File: config.mk
export PLATFORM = sky130hd
export DESIGN_NAME = mouse_input_conditioner
export DESIGN_NICKNAME = d
export VERILOG_FILES = /design/src/rtl/mouse_input_conditioner.sv
export SDC_FILE = /design/constraint.sdc
export NUM_CORES = 1
export LEC_CHECK = 0
export BUFFER_PORTS_ARGS = -buffer_cell sky130_fd_sc_hd__buf_2
export CORE_ASPECT_RATIO = 1.2
export CORE_UTILIZATION = 45
export CTS_BUF_LIST = sky130_fd_sc_hd__clkbuf_4 sky130_fd_sc_hd__clkbuf_8
export CTS_CLUSTER_SIZE = 24
export DETAILED_ROUTE_END_ITERATION = 16
export MAX_ROUTING_LAYER = met4
export PLACE_DENSITY = 0.67
export SYNTH_ARGS = -nofsm -noshare
export SYNTH_HDL_FRONTEND = slang
export SYNTH_SLANG_ARGS = --single-unit
File: constraint.sdc
create_clock -name clk -period 2.4 [get_ports clk]
set_clock_uncertainty 0.15 [all_clocks]
set_input_delay 0.12 -clock clk [delete_from_list [all_inputs] [get_ports clk]]
set_output_delay 0.12 -clock clk [all_outputs]
set_load 0.005 [all_outputs]
File: src/rtl/mouse_input_conditioner.sv
// Mouse input conditioning: button sync + debounce with edge pulses,
// cursor clamping to the visible area and click-position capture.
module mouse_input_conditioner #(
    parameter int DEBOUNCE_CYCLES = 65000,
    parameter int CNT_W           = 17,
    parameter int X_MAX           = 1023,
    parameter int Y_MAX           = 767
) (
    input  logic        clk,
    input  logic        rst,
    input  logic        left_raw,
    input  logic        right_raw,
    input  logic [11:0] xpos_raw,
    input  logic [11:0] ypos_raw,
    output logic        MouseLeft,
    output logic        MouseRight,
    output logic        left_press,
    output logic        right_press,
    output logic        left_release,
    output logic [11:0] xpos,
    output logic [11:0] ypos,
    output logic [11:0] click_xpos,
    output logic [11:0] click_ypos
);

    typedef enum logic [1:0] {
        ST_LOW,
        ST_RISE_CHK,
        ST_HIGH,
        ST_FALL_CHK
    } deb_state_t;

    localparam logic [CNT_W-1:0] C_DEB = CNT_W'(DEBOUNCE_CYCLES);
    localparam logic [11:0]      C_XMX = 12'(X_MAX);
    localparam logic [11:0]      C_YMX = 12'(Y_MAX);

    logic             r_left_m;
    logic             r_left_s;
    logic             r_right_m;
    logic             r_right_s;

    deb_state_t       r_l_state;
    logic [CNT_W-1:0] r_l_cnt;
    logic             r_l_level;
    logic             r_l_press;
    logic             r_l_release;

    deb_state_t       r_r_state;
    logic [CNT_W-1:0] r_r_cnt;
    logic             r_r_level;
    logic             r_r_press;

    logic [11:0]      r_xpos;
    logic [11:0]      r_ypos;
    logic [11:0]      r_click_x;
    logic [11:0]      r_click_y;

    logic             w_l_rise_done;
    logic [11:0]      w_x_clamp;
    logic [11:0]      w_y_clamp;

    always_ff @(posedge clk or negedge rst) begin
        if (!rst) begin
            r_left_m  <= 1'b0;
            r_left_s  <= 1'b0;
            r_right_m <= 1'b0;
            r_right_s <= 1'b0;
        end else begin
            r_left_m  <= left_raw;
            r_left_s  <= r_left_m;
            r_right_m <= right_raw;
            r_right_s <= r_right_m;
        end
    end

    assign w_l_rise_done = (r_l_state == ST_RISE_CHK) && r_left_s
                           && (r_l_cnt == C_DEB);

    always_ff @(posedge clk or negedge rst) begin
        if (!rst) begin
            r_l_state   <= ST_LOW;
            r_l_cnt     <= '0;
            r_l_level   <= 1'b0;
            r_l_press   <= 1'b0;
            r_l_release <= 1'b0;
        end else begin
            r_l_press   <= 1'b0;
            r_l_release <= 1'b0;
            case (r_l_state)
                ST_LOW: begin
                    if (r_left_s) begin
                        r_l_cnt   <= CNT_W'(1);
                        r_l_state <= ST_RISE_CHK;
                    end
                end
                ST_RISE_CHK: begin
                    if (!r_left_s) begin
                        r_l_cnt   <= '0;
                        r_l_state <= ST_LOW;
                    end else if (r_l_cnt == C_DEB) begin
                        r_l_cnt   <= '0;
                        r_l_state <= ST_HIGH;
                        r_l_level <= 1'b1;
                        r_l_press <= 1'b1;
                    end else begin
                        r_l_cnt <= r_l_cnt + 1'b1;
                    end
                end
                ST_HIGH: begin
                    if (!r_left_s) begin
                        r_l_cnt   <= CNT_W'(1);
                        r_l_state <= ST_FALL_CHK;
                    end
                end
                ST_FALL_CHK: begin
                    if (r_left_s) begin
                        r_l_cnt   <= '0;
                        r_l_state <= ST_HIGH;
                    end else if (r_l_cnt == C_DEB) begin
                        r_l_cnt     <= '0;
                        r_l_state   <= ST_LOW;
                        r_l_level   <= 1'b0;
                        r_l_release <= 1'b1;
                    end else begin
                        r_l_cnt <= r_l_cnt + 1'b1;
                    end
                end
                default: begin
                    r_l_cnt   <= '0;
                    r_l_state <= ST_LOW;
                    r_l_level <= 1'b0;
                end
            endcase
        end
    end

    // Right button mirrors the left FSM but has no release output.
    always_ff @(posedge clk or negedge rst) begin
        if (!rst) begin
            r_r_state <= ST_LOW;
            r_r_cnt   <= '0;
            r_r_level <= 1'b0;
            r_r_press <= 1'b0;
        end else begin
            r_r_press <= 1'b0;
            case (r_r_state)
                ST_LOW: begin
                    if (r_right_s) begin
                        r_r_cnt   <= CNT_W'(1);
                        r_r_state <= ST_RISE_CHK;
                    end
                end
                ST_RISE_CHK: begin
                    if (!r_right_s) begin
                        r_r_cnt   <= '0;
                        r_r_state <= ST_LOW;
                    end else if (r_r_cnt == C_DEB) begin
                        r_r_cnt   <= '0;
                        r_r_state <= ST_HIGH;
                        r_r_level <= 1'b1;
                        r_r_press <= 1'b1;
                    end else begin
                        r_r_cnt <= r_r_cnt + 1'b1;
                    end
                end
                ST_HIGH: begin
                    if (!r_right_s) begin
                        r_r_cnt   <= CNT_W'(1);
                        r_r_state <= ST_FALL_CHK;
                    end
                end
                ST_FALL_CHK: begin
                    if (r_right_s) begin
                        r_r_cnt   <= '0;
                        r_r_state <= ST_HIGH;
                    end else if (r_r_cnt == C_DEB) begin
                        r_r_cnt   <= '0;
                        r_r_state <= ST_LOW;
                        r_r_level <= 1'b0;
                    end else begin
                        r_r_cnt <= r_r_cnt + 1'b1;
                    end
                end
                default: begin
                    r_r_cnt   <= '0;
                    r_r_state <= ST_LOW;
                    r_r_level <= 1'b0;
                end
            endcase
        end
    end

    assign w_x_clamp = (xpos_raw > C_XMX) ? C_XMX : xpos_raw;
    assign w_y_clamp = (ypos_raw > C_YMX) ? C_YMX : ypos_raw;

    // Click registers sample the same clamped value xpos/ypos take this edge.
    always_ff @(posedge clk or negedge rst) begin
        if (!rst) begin
            r_xpos    <= '0;
            r_ypos    <= '0;
            r_click_x <= '0;
            r_click_y <= '0;
        end else begin
            r_xpos <= w_x_clamp;
            r_ypos <= w_y_clamp;
            if (w_l_rise_done) begin
                r_click_x <= w_x_clamp;
                r_click_y <= w_y_clamp;
            end
        end
    end

    assign MouseLeft    = r_l_level;
    assign MouseRight   = r_r_level;
    assign left_press   = r_l_press;
    assign right_press  = r_r_press;
    assign left_release = r_l_release;
    assign xpos         = r_xpos;
    assign ypos         = r_ypos;
    assign click_xpos   = r_click_x;
    assign click_ypos   = r_click_y;

endmodule

Word level (Yosys, flattened, before mapping) --
Index checks and enable logic that the tools add are counted.
Cells by class: multiplexer cells 46, equal/unequal tests 24, magnitude comparators 2, add/sub/neg operators 2, reductions and logical operators 12
Operators with widths (count):
- $mux W17 | 10
- $pmux W17 S4 | 2
- $add A17 B1 Y17 const B | 2
- $eq A17 B16 Y1 const B | 2
- $gt A12 B10 Y1 const B | 2
- $mux W12 | 2
- $mux W2 | 12
- $ne A2 B2 Y1 const B | 11
- $mux W1 | 16
- $pmux W2 S4 | 2
- $reduce_and A5 Y1 | 2
- $ne A3 B3 Y1 const B | 3
- $eq A2 B2 Y1 const B | 4
- $reduce_and A4 Y1 | 2
- $eq A2 B1 Y1 const B | 2
- $logic_not A2 Y1 | 2
- $pmux W1 S2 | 2
- $reduce_and A2 Y1 | 2
- $reduce_bool A2 Y1 | 2
- $ne A3 B2 Y1 const B | 1
- $logic_and A1 B1 Y1 | 2
- $ne A2 B1 Y1 const B | 1
Word-level totals: logic and storage cells 103, register bits 95, output and inout port bits 53, input bits 28

Longest topological paths before layout --
depth in word-level cells 4, mapped depth 8, gate-level depth less buffers 7

Least setup slack after synthesis --
Ideal clock, no wire load.
kind register to register, start point register r_r_cnt[0], end point register (tool-made name), library setup time 125 ps, arrival 1800 ps, setup slack 325 ps, stages on the path, launching flop included 9, path through dfrtp_1 inv_1 ha_1 nand4bb_4 nor4b_4 or2_1 buf_6 nand2_4 mux2_4
RTL lines:
- from (decl) | RTL line 49 | logic [CNT_W-1:0] r_r_cnt;
- from (signal assigned) | RTL line 163 | r_r_cnt <= r_r_cnt + 1'b1;
- from (signal assigned) | RTL line 181 | r_r_cnt <= r_r_cnt + 1'b1;

==> impl_metrics.tcl <==
set metrics [dict create \
    run_status "finished, final reports clean" \
    drt-vias-per-instance 5.382 \
    fill_cells 755 \
    placed_area_um2 4748 \
    synth_top_family_by_area "simple AND/OR/NAND/NOR gates" \
    firstDrtPassIters 4 \
    grt_max_degree 46 \
    final_core_util_pct 58.93 \
    design.core.area_um2 9034 \
    synthCells 362 \
    io_buffer_count 80 \
    synth_edf_count 0 \
    cts_num_sinks 95 \
    yosys-top-cells-count "dfrtp_1, nand2_1, o21ai_0" \
    grt_remaining_overflow 0 \
    cp_max_fo 9 \
    holdCritStartpoint "ypos_raw[11]" \
    power_per_cell_area_nw_per_um2 653.9 \
    setup_violations 0 \
    synthSimpleGateAreaFrac_pct 19.16 \
    synth_cell_type_count 55 \
    period_minus_slack_ps 2134 \
    finalMaxSlewViolations 0 \
    syn_to_final_growth_pct 27.36 \
    rrSetupSlack_ps 270 \
    ys_seq_area_share_pct 56.87 \
    rows 38 \
    hold_path_end "ypos[0]" \
    synth-xor-area-share_pct 1.257 \
    crit_path_top_delay_cell "dfrtp_1" \
    drtIter0Drc 194 \
    regArea_um2 2377 \
    worst_slew_pin_slew_ps 1079 \
    yosys_warnings 0 \
    ys_seq_elements 95 \
    reg2reg_from "r_r_cnt[0]" \
    crit_buf_inv 1 \
    clk_pin_slew_worst_paths_ps 100 \
    die_area_um2 9681 \
    hold_path_depth 4 \
    cts_made_buffers 9 \
    antenna_found_initial 0 \
    crit_required_ps 2510 \
    syn_area_per_cell_um2 11.55 \
    synth_top_area_cell "dfrtp_1" \
    muxShareOfSynthArea_pct 7.632 \
    hold_violations 0 \
    cts_tree "yes" \
    ys_top_cells_by_area "dfrtp_1, mux2_4, o21ai_0, nand3_1, nand2_1" \
    grt_usage_pct 21.37 \
    synth_fa_ha_area_share_pct 1.497 \
    nets 521 \
    holdCritPathClass "in2reg" \
    post_cts_resized 0 \
    routed_wl_mm 9.527 \
    hpwl_mm 6.015 \
    grt_pass1_wl_mm 15.73 \
    end_kind "flop" \
    post_drt_wl_per_cell_um 15.54 \
    p_leak_nw 2.328 \
    ant_nets 0 \
    cts-htree-levels 3 \
    drv_cap 0 \
    path_class "reg2reg" \
    layout-drive-gt1-share_pct 27.59 \
    fin_crit_sh_pct 88.92 \
    cts_hold_buf 36 \
    clk_latency_ps 370 \
    fp.dieH_um 107.6 \
    finalSetupTns_ps 0 \
    cp_slowest_stage_delay_ps 440 \
    start_kind "flop" \
    critical_path.top_delay_family "simple AND/OR/NAND/NOR gates" \
    synthArstFlopShare_pct 100.0 \
    max_freq_ghz 0.4686 \
    cts-root-buf "clkbuf_8" \
    grt_setup_unrepaired "false" \
    start_util_pct 46.27 \
    yosysTopAreaCellShare_pct 56.87 \
    reg2reg_depth 7 \
    place_congestion 0.9164 \
    grt_pass1_vias 3378 \
    slew_headroom_pct 27.81 \
    ioPinCount 81 \
    synth_area_um2 4180 \
    via_count 3299 \
    clock_path_buffers 2 \
    final_cell_area_um2 5324 \
    drc 0 \
    die_w_um 89.99 \
    synthFlopType "dfrtp_1" \
    ir_worst_vdd_uv 454.3 \
    num_antenna_cells 0 \
    cp_cell_sequence "inv_1, ha_1, nand4bb_4, nor4b_4, or2_1, nand2_4, mux2_4" \
    synth_compound_area_share_pct 10.12 \
    cp_data_arrival_time_ps 2250 \
    yosysMostFrequentCell "dfrtp_1" \
    postCtsSetupBuffers 0 \
    multiInputGateArea_um2 1673 \
]
[where the power goes]
part | total (mW) | leakage (nW) | switching [mW] | internal (mW)
combinational | 0.584 | 1.10 | 0.331 | 0.253
sequential | 1.76 | 1.12 | 0.0838 | 1.67
clock | 1.14 | 0.105 | 0.635 | 0.505
total | 3.48 | 2.33 | 1.05 | 2.43
[worst max path at each step]
stage | start | end | slack, ps | cells after the start
2_1_floorplan | r_r_cnt[0] | flop | 320 | 8
3_3_place_gp | r_r_cnt[0] | flop | 330 | 7
3_5_place_dp | r_r_cnt[0] | flop | 270 | 7
4_1_cts | r_r_cnt[0] | flop | 260 | 7
5_1_grt | r_r_cnt[0] | r_r_cnt[10] | 90 | 9
6_report | r_r_cnt[0] | flop | 270 | 7
[state kept, by name, indices dropped and copies added (netlist names), named ones only]
name,cells
MouseLeft,1
MouseRight,1
click_xpos,12
click_ypos,12
left_press,1
left_release,1
r_l_cnt,17
r_l_state,1
r_left_m,1
r_left_s,1
r_r_cnt,17
r_r_state,1
r_right_m,1
r_right_s,1
right_press,1
xpos,12
ypos,12
[placed cells by master, fill, tap and decap left out, drive strengths merged, types with 11 or more instances in the layout]
master,synthesis,routed
buf,9,88
dfrtp,95,95
or3,12,12
nand4,11,11
nand2,29,29
o21ai,23,23
mux2,21,21
inv,16,18
dlygate4sd3,0,36
nand3,22,22
a21oi,16,16
[worst min-delay path, delay by kind of cell]
| family | cells | cell delay, ps |
|---|---|---|
| AO/OA/AOI/OAI | 1 | 50 |
| buffers and inverters | 2 | 260 |
| AND/OR/NAND/NOR | 1 | 90 |
[metrics by stage]
stage | setup WS (ps) | instances | total power, mW | hold slack (ps)
after global routing | 94.35 | 613 | 3.648 | 23.96
after floorplan | 324.7 | 365 | 2.141 | -325.6
final | 265.9 | 613 | 3.481 | 24.95
after global placement | 327.0 | 561 | 2.310 | -78.86
after detailed placement | 274.0 | 561 | 2.326 | -71.65
after CTS | 264.9 | 613 | 3.485 | 13.31
[metal layers]
metal  vias to the layer above  part of all wire [%]  track usage [%]
met5                         -                     0                -
met3                        18                   4.9            4.732
met2                       104                    51            34.89
met4                         0                   2.2            10.37
li1                       1546                     -                -
met1                      1631                    42            25.34
[area by class of cell]
class	count	area share (%)
sequential	95	44.65
multi-input combinational	242	31.42
timing repair buffer	124	15.93
tap	120	2.820
clock buffer	9	2.327
clock inverter	7	1.716
inverter	16	1.128
[logic make-up after synthesis]
family / Yosys count
mux: 24
simple gates: 133
other cells: 1
flops: 95
fa+ha+maj: 5
xor+xnor: 6
compound gates: 70
buf+inv: 28
Note: power is estimated with default switching activity, not from simulation.
